==> config.mk <==
export PLATFORM = sky130hd
export DESIGN_NAME = uart_tx_fifo_ctrl
export DESIGN_NICKNAME = d
export VERILOG_FILES = /design/src/rtl/uart_tx_fifo_ctrl.sv
export SDC_FILE = /design/constraint.sdc
export NUM_CORES = 1
export LEC_CHECK = 0
export ABC_AREA = 1
export CAP_MARGIN = 30
export CORE_ASPECT_RATIO = 1.5
export CORE_MARGIN = 4
export CORE_UTILIZATION = 33
export CTS_BUF_LIST = sky130_fd_sc_hd__clkbuf_8
export CTS_CLUSTER_SIZE = 28
export DETAILED_ROUTE_END_ITERATION = 8
export GPL_TIMING_DRIVEN = 0
export PLACE_DENSITY_LB_ADDON = 0.1
export SETUP_SLACK_MARGIN = 0.3
export SYNTH_ARGS = -nofsm -noshare
export SYNTH_HDL_FRONTEND = slang
export SYNTH_SLANG_ARGS = --single-unit
export TNS_END_PERCENT = 100
==> constraint.sdc <==
create_clock -name clk -period 2.83 [get_ports clk]
set_clock_uncertainty 0.2 [all_clocks]
set_input_delay 0.566 -clock clk [delete_from_list [all_inputs] [get_ports clk]]
set_output_delay 0.566 -clock clk [all_outputs]
set_load 0.005 [all_outputs]
==> src/rtl/uart_tx_fifo_ctrl.sv <==
// uart_tx_fifo_ctrl: byte FIFO plus IDLE/SEND/GAP sequencer feeding a UART transmitter
// through a tx_en_sig/tx_data/tx_done handshake.
module uart_tx_fifo_ctrl #(
    parameter int unsigned DEPTH  = 16,
    parameter int unsigned ADDR_W = 4
) (
    input  logic              clk,
    input  logic              rst_n,
    input  logic              wr_en,
    input  logic [7:0]        wr_data,
    output logic              full,
    output logic              empty,
    output logic [ADDR_W:0]   count,
    output logic              overflow,
    output logic              tx_en_sig,
    output logic [7:0]        tx_data,
    input  logic              tx_done
);

    localparam int unsigned CNT_W = ADDR_W + 1;

    typedef enum logic [1:0] {
        IDLE = 2'd0,
        SEND = 2'd1,
        GAP  = 2'd2
    } state_e;

    state_e              state_q, state_d;
    logic [7:0]          mem_q [DEPTH];
    logic [ADDR_W-1:0]   wptr_q, wptr_d;
    logic [ADDR_W-1:0]   rptr_q, rptr_d;
    logic [CNT_W-1:0]    count_q, count_d;
    logic                overflow_q, overflow_d;
    logic                tx_en_q, tx_en_d;
    logic [7:0]          tx_data_q, tx_data_d;
    logic                wr_ok_c;
    logic                pop_c;

    // Occupancy flags decode straight from the registered count
    always_comb begin
        full  = (count_q == CNT_W'(DEPTH));
        empty = (count_q == '0);
    end

    // Next-state, pointer, count and handshake logic
    always_comb begin
        state_d    = state_q;
        wptr_d     = wptr_q;
        rptr_d     = rptr_q;
        count_d    = count_q;
        tx_en_d    = tx_en_q;
        tx_data_d  = tx_data_q;
        pop_c      = 1'b0;
        // Registered full gates writes, so a same-cycle pop never frees a slot early
        wr_ok_c    = wr_en && !full;
        overflow_d = wr_en && full;

        unique case (state_q)
            IDLE: begin
                if (!empty) begin
                    pop_c     = 1'b1;
                    tx_en_d   = 1'b1;
                    tx_data_d = mem_q[rptr_q];
                    state_d   = SEND;
                end
            end
            SEND: begin
                if (tx_done) begin
                    tx_en_d = 1'b0;
                    state_d = GAP;
                end
            end
            GAP: begin
                state_d = IDLE;
            end
            default: begin
                tx_en_d = 1'b0;
                state_d = IDLE;
            end
        endcase

        if (wr_ok_c) begin
            wptr_d = wptr_q + ADDR_W'(1);
        end
        if (pop_c) begin
            rptr_d = rptr_q + ADDR_W'(1);
        end

        unique case ({wr_ok_c, pop_c})
            2'b10:   count_d = count_q + CNT_W'(1);
            2'b01:   count_d = count_q - CNT_W'(1);
            default: count_d = count_q;
        endcase
    end

    // Control and handshake registers, cleared asynchronously
    always_ff @(posedge clk or negedge rst_n) begin
        if (!rst_n) begin
            state_q    <= IDLE;
            wptr_q     <= '0;
            rptr_q     <= '0;
            count_q    <= '0;
            overflow_q <= 1'b0;
            tx_en_q    <= 1'b0;
            tx_data_q  <= 8'h00;
        end else begin
            state_q    <= state_d;
            wptr_q     <= wptr_d;
            rptr_q     <= rptr_d;
            count_q    <= count_d;
            overflow_q <= overflow_d;
            tx_en_q    <= tx_en_d;
            tx_data_q  <= tx_data_d;
        end
    end

    // Byte storage; contents are meaningless once the pointers reset
    always_ff @(posedge clk) begin
        if (wr_ok_c) begin
            mem_q[wptr_q] <= wr_data;
        end
    end

    assign count     = count_q;
    assign overflow  = overflow_q;
    assign tx_en_sig = tx_en_q;
    assign tx_data   = tx_data_q;

endmodule

# Word-level counts from Yosys, hierarchy flattened
# Memory sizes are Yosys's and may differ from the RTL's. A register that Yosys moved wholly into a read port is not among the register bits.
# Cells that the tools add are included.
# word_totals
latch_bits	0
output_inout_bits	17
mem_count	1
mem_bits_rw	128
romBits	0
input_bits	12
reg_bits	17
# classes
n_mux	11
bitwise_logic	2
addsub	4
shift	0
eq_ne	7
mul	0
order_cmp	0
div_mod_pow	0
n_reduce_logical	10
# memory_table
memory	depth	word_bits	rd	rd_clocked_by_memory_dff	write_ports	line	text
mem_q	16	8	1	1	1	29	logic [7:0] mem_q [DEPTH];
# op_table
op	n
$pmux 5 s2	1
$add 4x1->4 const B	2
$mux 1	6
$add 5x1->5 const B	1
$eq 5x5->1 const B	1
$logic_not 5->1	1
$sub 5x1->5 const B	1
$eq 2x1->1 const B	2
$eq 2x2->1 const B	2
$mux 2	2
$ne 2x2->1 const B	2
$pmux 2 s2	1
$reduce_and 2->1	2
$pmux 1 s3	1
$reduce_and 3->1	1
$logic_and 1x1->1	2
$logic_not 1->1	2
$logic_not 2->1	1
$not 1->1	2
$reduce_bool 2->1	1

# Logic depth before layout (Yosys ltp)
# logic_depth
depth_word	5
mapped_depth	16

# Worst setup path before layout
# OpenSTA, ideal clock, no wires.
# synth_path
kind	register to register
startpoint	reg count_q[1] (netlist: count[1])
endpoint	reg count_q[4] (netlist: count[4])
stages_incl_launch_ff	17
arrival_ns	2.141
setup_ns	0.117
required_ns	2.513
setup_slack_ns	0.373
cell_sequence	dfrtp_1 > nor4_2 > nand2_1 > nand2_2 > inv_2 > buf_6 > ha_1 > xor2_1 > ha_1 > inv_1 > nand2_1 > nand3_1 > nand2_1 > nand2_1 > nand2_1 > nand2_1 > nand2_1
# synth_between
elab_chain_cells	5
# synth_rtl
item	line	text
from (decl)	32	logic [CNT_W-1:0] count_q, count_d;
from (signal assigned)	110	count_q <= count_d;
$logic_not 5->1 (*)	42	empty = (count_q == '0);
$mux 1 (*)	60	if (!empty) begin
$mux 1 (*)	58	unique case (state_q)
named net pop_c	37	logic pop_c;
$eq 2x1->1 or $eq 2x2->1 (tied branches)	89	unique case ({wr_ok_c, pop_c})
$pmux 5 s2 or $reduce_bool 2->1 (tied branches)	n/a	
# The timed path passes the listed nets; every way through them passes the cells marked *.
# A chain may end at the register's enable or synchronous reset.

# Final worst setup path
# layout_path
startpoint	reg count_q[0] (netlist: count[0])
endpoint	reg count_q[4] (netlist: count[4])
# Same word-level chain as after synthesis.

==> results.env <==
OUTCOME='finished clean'
MIN_TO='tx_data[1]'
PORT_BUFFERS=28
SYN_NETS=714
FINAL-MAX-SLEW-VIOLATION-COUNT=0
FF2FF_PATH_DEPTH=17
FINAL_HOLD_VIOL_COUNT=0
GRT_USE_TOTAL_PCT=16.4
PATH_COMMON_CELL='sky130_fd_sc_hd__nand2_1'
FINISH.NET_COUNT=783
DIE_AREA_UM2=23200
SYNTH.YOSYS.SEQ_AREA_SHARE_PCT=65.2
COUNT_OF_ENDPOINTS_FAILING_SETUP_IN_THE_FINAL_REPORT=0
CRIT_PATH_MAX_FANOUT=8
FLOW.AREA_GROWTH_FROM_SYNTHESIS_PCT=18.4
MAX_SLEW.WORST_PIN.SLEW_NS=0.931
ENDPOINT_KIND='register'
SYNTHDOMINANTAREACELLTYPE='sky130_fd_sc_hd__edfxtp_1'
POST_LAYOUT_UTIL_PCT=39.7
INITIALDRTVIOLATIONCOUNT=261
REGTOREGENDPOINT='count[4]'
POST_DETAILED_ROUTE_VIA_TO_CELL_RATIO=4.55
FINAL_LAYOUT_SIZE_SUFFIX_GT1_SHARE_PCT=13.3
RR_STARTPOINT='count[0]'
WORST_HOLD_DEPTH=2
FIN_TNS_SETUP_NS=0
WORSTHOLDSTART='tx_data[1]'
WORST_EP_ARRIVAL_TIME_NS=2.67
MAX_STAGE_DELAY_NS=0.43
CTS_MAX_PATH_BUFFERS=2
CLOCK.FMAX_GHz=0.397
PLACEMENT_ROWS=64
PLACE_CONGESTION=0.850
VDD_DROP_MAX_V=0.000600
REQUIRED_NS=2.98
SYNTH_WARNINGS=0
POWER.LEAKAGE_nW=3.59
CTS_TREE='done'
REMAINING_ANTENNA_VIOLATION_COUNT_AFTER_ROUTING=0
CTS.CLK_SLEW.WORST_PATHS_NS=0.08
MOST_USED_STANDARD_CELL_BY_INSTANCE_COUNT_AFTER_SYNTHESIS='sky130_fd_sc_hd__nand2_1'
SYNTH-SEQ-CELLS=153
DRT_FIRST_PASS_ITERS=5
GRT_MAX_DEGREE=17
NETLIST_TOP_CELLS_AREA='sky130_fd_sc_hd__edfxtp_1 (56%), sky130_fd_sc_hd__nand2_1 (13%), sky130_fd_sc_hd__dfrtp_1 (9.1%)'
GRT.OVERFLOW.TOTAL=0
NETLIST-CELL-TYPE-COUNT=23
SLEW_HEADROOM_PCT=37.6
ANTENNA_DIODE_COUNT=0
SETUP.WORST_PATH.START_CLASS='register'
POST_SYNTH_INSTANCE_AREA_UM2=6860
FP.DIEH_UM=185
CP_SLOWEST_CELL='sky130_fd_sc_hd__dfrtp_2'
INITIAL_UTILIZATION_PCT=33.6
CAP_VIOL_MAX_COUNT=0
CELLPOWERDENSITY_nW_PER_UM2=970
CTS_MADE_BUFFERS=17
WORST-R2R-SETUP-SLACK_NS=0.31
PLACE_HPWL_UM=13100
ASYNCSETRESETFLOPFRACSYNTH_PCT=16.3
FIRST_PASS_GRT_WIRE_LENGTH_UM=27900
POST-SYNTH-TOP-AREA-FRACTION_PCT=56.1
CELL_BREAKDOWN_OF_THE_CRITICAL_PATH='nor4_4 -> nand2_2 -> buf_6 -> nand2_4 -> inv_4 -> buf_8 -> ha_4 -> xor2_2 -> ha_2 -> inv_2 -> nand2_4 -> nand3_2 -> nand2_1 -> nand2_1 -> nand2_1 -> nand2_1 -> nand2_1'
CLKSINKCOUNT=153
CTS.HTREE.LEVELS=4
DIE_EXTENT_IN_X_UM=126
YS_TOP_CELLS_BY_COUNT='sky130_fd_sc_hd__nand2_1 (237), sky130_fd_sc_hd__edfxtp_1 (128), sky130_fd_sc_hd__inv_1 (119), sky130_fd_sc_hd__nand3_1 (102), sky130_fd_sc_hd__dfrtp_1 (25)'
GRT_PASS1_VIAS=4706
WL_PER_CELL_UM=17.5
DRC=0
NUMBER_OF_ANTENNA_VIOLATIONS_AT_THE_FIRST_CHECK_IN_GLOBAL_ROUTING=0
FINAL.PERIOD_UTILIZATION_PCT=89.0
CLOCK_LATENCY_NS=0.46
FILL_CELLS=2042
SYNTHESIS.INSTANCES=694
FINALWORSTPATHREQUIREDPERIOD_NS=2.52
MIN-DELAY-PATH-CLASS='reg -> reg'
CORE_AREA_UM2=20400
VIA_TOTAL_AFTER_DETAILED_ROUTING=4731
WORSTSETUPPATHTYPE='reg -> reg'
IO_PINS=29
CTSHOLDBUFFERS=0
SYNTHFLOPTYPE='sky130_fd_sc_hd__edfxtp_1'
DRT_WL_TOTAL_UM=18100
SYNTH.AVG_CELL_AREA_UM2=9.88
SYNTH_EDF_COUNT=128
CLK_ROOT_BUFFER_CELL='sky130_fd_sc_hd__clkbuf_8'
HOLD_WS_NS=0.283
RSZ_0062_RAISED_AFTER_GLOBAL_ROUTING='yes'
state kept, by name, indices dropped and copies added (netlist names):
| register | cells |
|---|---|
| tx_data | 8 |
| state_q | 2 |
| count | 5 |
| wptr_q | 4 |
| mem_q | 128 |
| tx_en_sig | 1 |
| rptr_q | 4 |
| overflow | 1 |
worst max-delay path by stage:
| stage | slack [ns] | from | cells after the start | endpoint |
|---|---|---|---|---|
| floorplan | 0.37 | count[1] | 16 | count[4] |
| global placement | -0.32 | wr_en | 4 | mem_q[6][7] |
| detailed placement | -0.02 | wr_en | 13 | count[4] |
| CTS | 0.18 | count[2] | 17 | count[4] |
| global route | 0.15 | count[0] | 16 | count[4] |
| finish | 0.31 | count[0] | 17 | count[4] |
layer usage:
layer / vias to the layer above / part of all wire [%] / track usage (%)
met5: - / 0 / 0
met4: 0 / 1.4 / 5.30
met1: 2300 / 40 / 18.5
met3: 17 / 2.5 / 2.87
li1: 2350 / - / -
met2: 64 / 56 / 31.1
critical path, delay by kind of cell, from the launching register on:
kind	cells	cell delay (ns)
fa+ha+maj	2	0.36
buf+inv	4	0.37
flops	1	0.43
xor+xnor	1	0.15
simple gates	10	0.92
what timing repair did:
action | CTS | global route
pin swaps | 4 | 5
setup endpoints to repair | 6 | 4
gates resized for setup | 12 | 19
cloned | 0 | 0
setup buffers | 5 | 6
cell type report:
type / count / area [µm²] / share of cell area (%)
plain buffers: 30 / 181 / 2.24
inverters: 122 / 460 / 5.67
multi-input cells: 389 / 1860 / 22.9
clock inverters: 14 / 135 / 1.67
repair buffers: 50 / 443 / 5.46
clock buffers: 17 / 234 / 2.88
well taps: 264 / 330 / 4.07
flip-flops and latches: 153 / 4470 / 55.1
where the power goes:
| part | internal (mW) | leakage [nW] | switching (mW) |
|---|---|---|---|
| clock | 0.767 | 0.186 | 0.820 |
| combinational | 1.21 | 1.94 | 2.11 |
| sequential | 2.78 | 1.46 | 0.190 |
| total | 4.75 | 3.59 | 3.12 |
cell families (layout without fill, tap and decap cells):
family	after synthesis	after routing	synth area share [%]
and+or+nand+nor	364	364	22.3
AOI/OAI and AO/OA	8	8	0.657
DFF	153	153	65.2
buffers and inverters	152	233	9.20
adders and majority gates	8	8	1.46
xor gates and xnor gates	9	9	1.15
layout by cell type, fill, tap and decap left out, types with 5 or more instances in the layout:
cell,synthesis,final
sky130_fd_sc_hd__buf_2,15,23
sky130_fd_sc_hd__buf_4,9,20
sky130_fd_sc_hd__edfxtp_1,128,128
sky130_fd_sc_hd__ha_1,8,6
sky130_fd_sc_hd__nand2_1,237,233
sky130_fd_sc_hd__clkbuf_8,0,17
sky130_fd_sc_hd__o21ai_0,6,5
sky130_fd_sc_hd__nand3_1,102,101
sky130_fd_sc_hd__dfrtp_1,25,22
sky130_fd_sc_hd__clkdlybuf4s50_1,0,26
sky130_fd_sc_hd__nor3_2,0,6
sky130_fd_sc_hd__nor3_1,16,10
sky130_fd_sc_hd__inv_1,119,120
per-stage QoR:
stage | std cells | instance area (µm²) | setup slack [ns] | power [mW]
3_5_place_dp | 997 | 7580 | -0.0211 | 6.13
2_1_floorplan | 694 | 6860 | 0.373 | 4.87
4_1_cts | 1033 | 8020 | 0.180 | 7.84
6_report | 1039 | 8110 | 0.310 | 7.87
5_1_grt | 1039 | 8110 | 0.155 | 8.44
3_3_place_gp | 986 | 7470 | -0.325 | 6.06
Note: power is estimated with default switching activity, not from simulation.
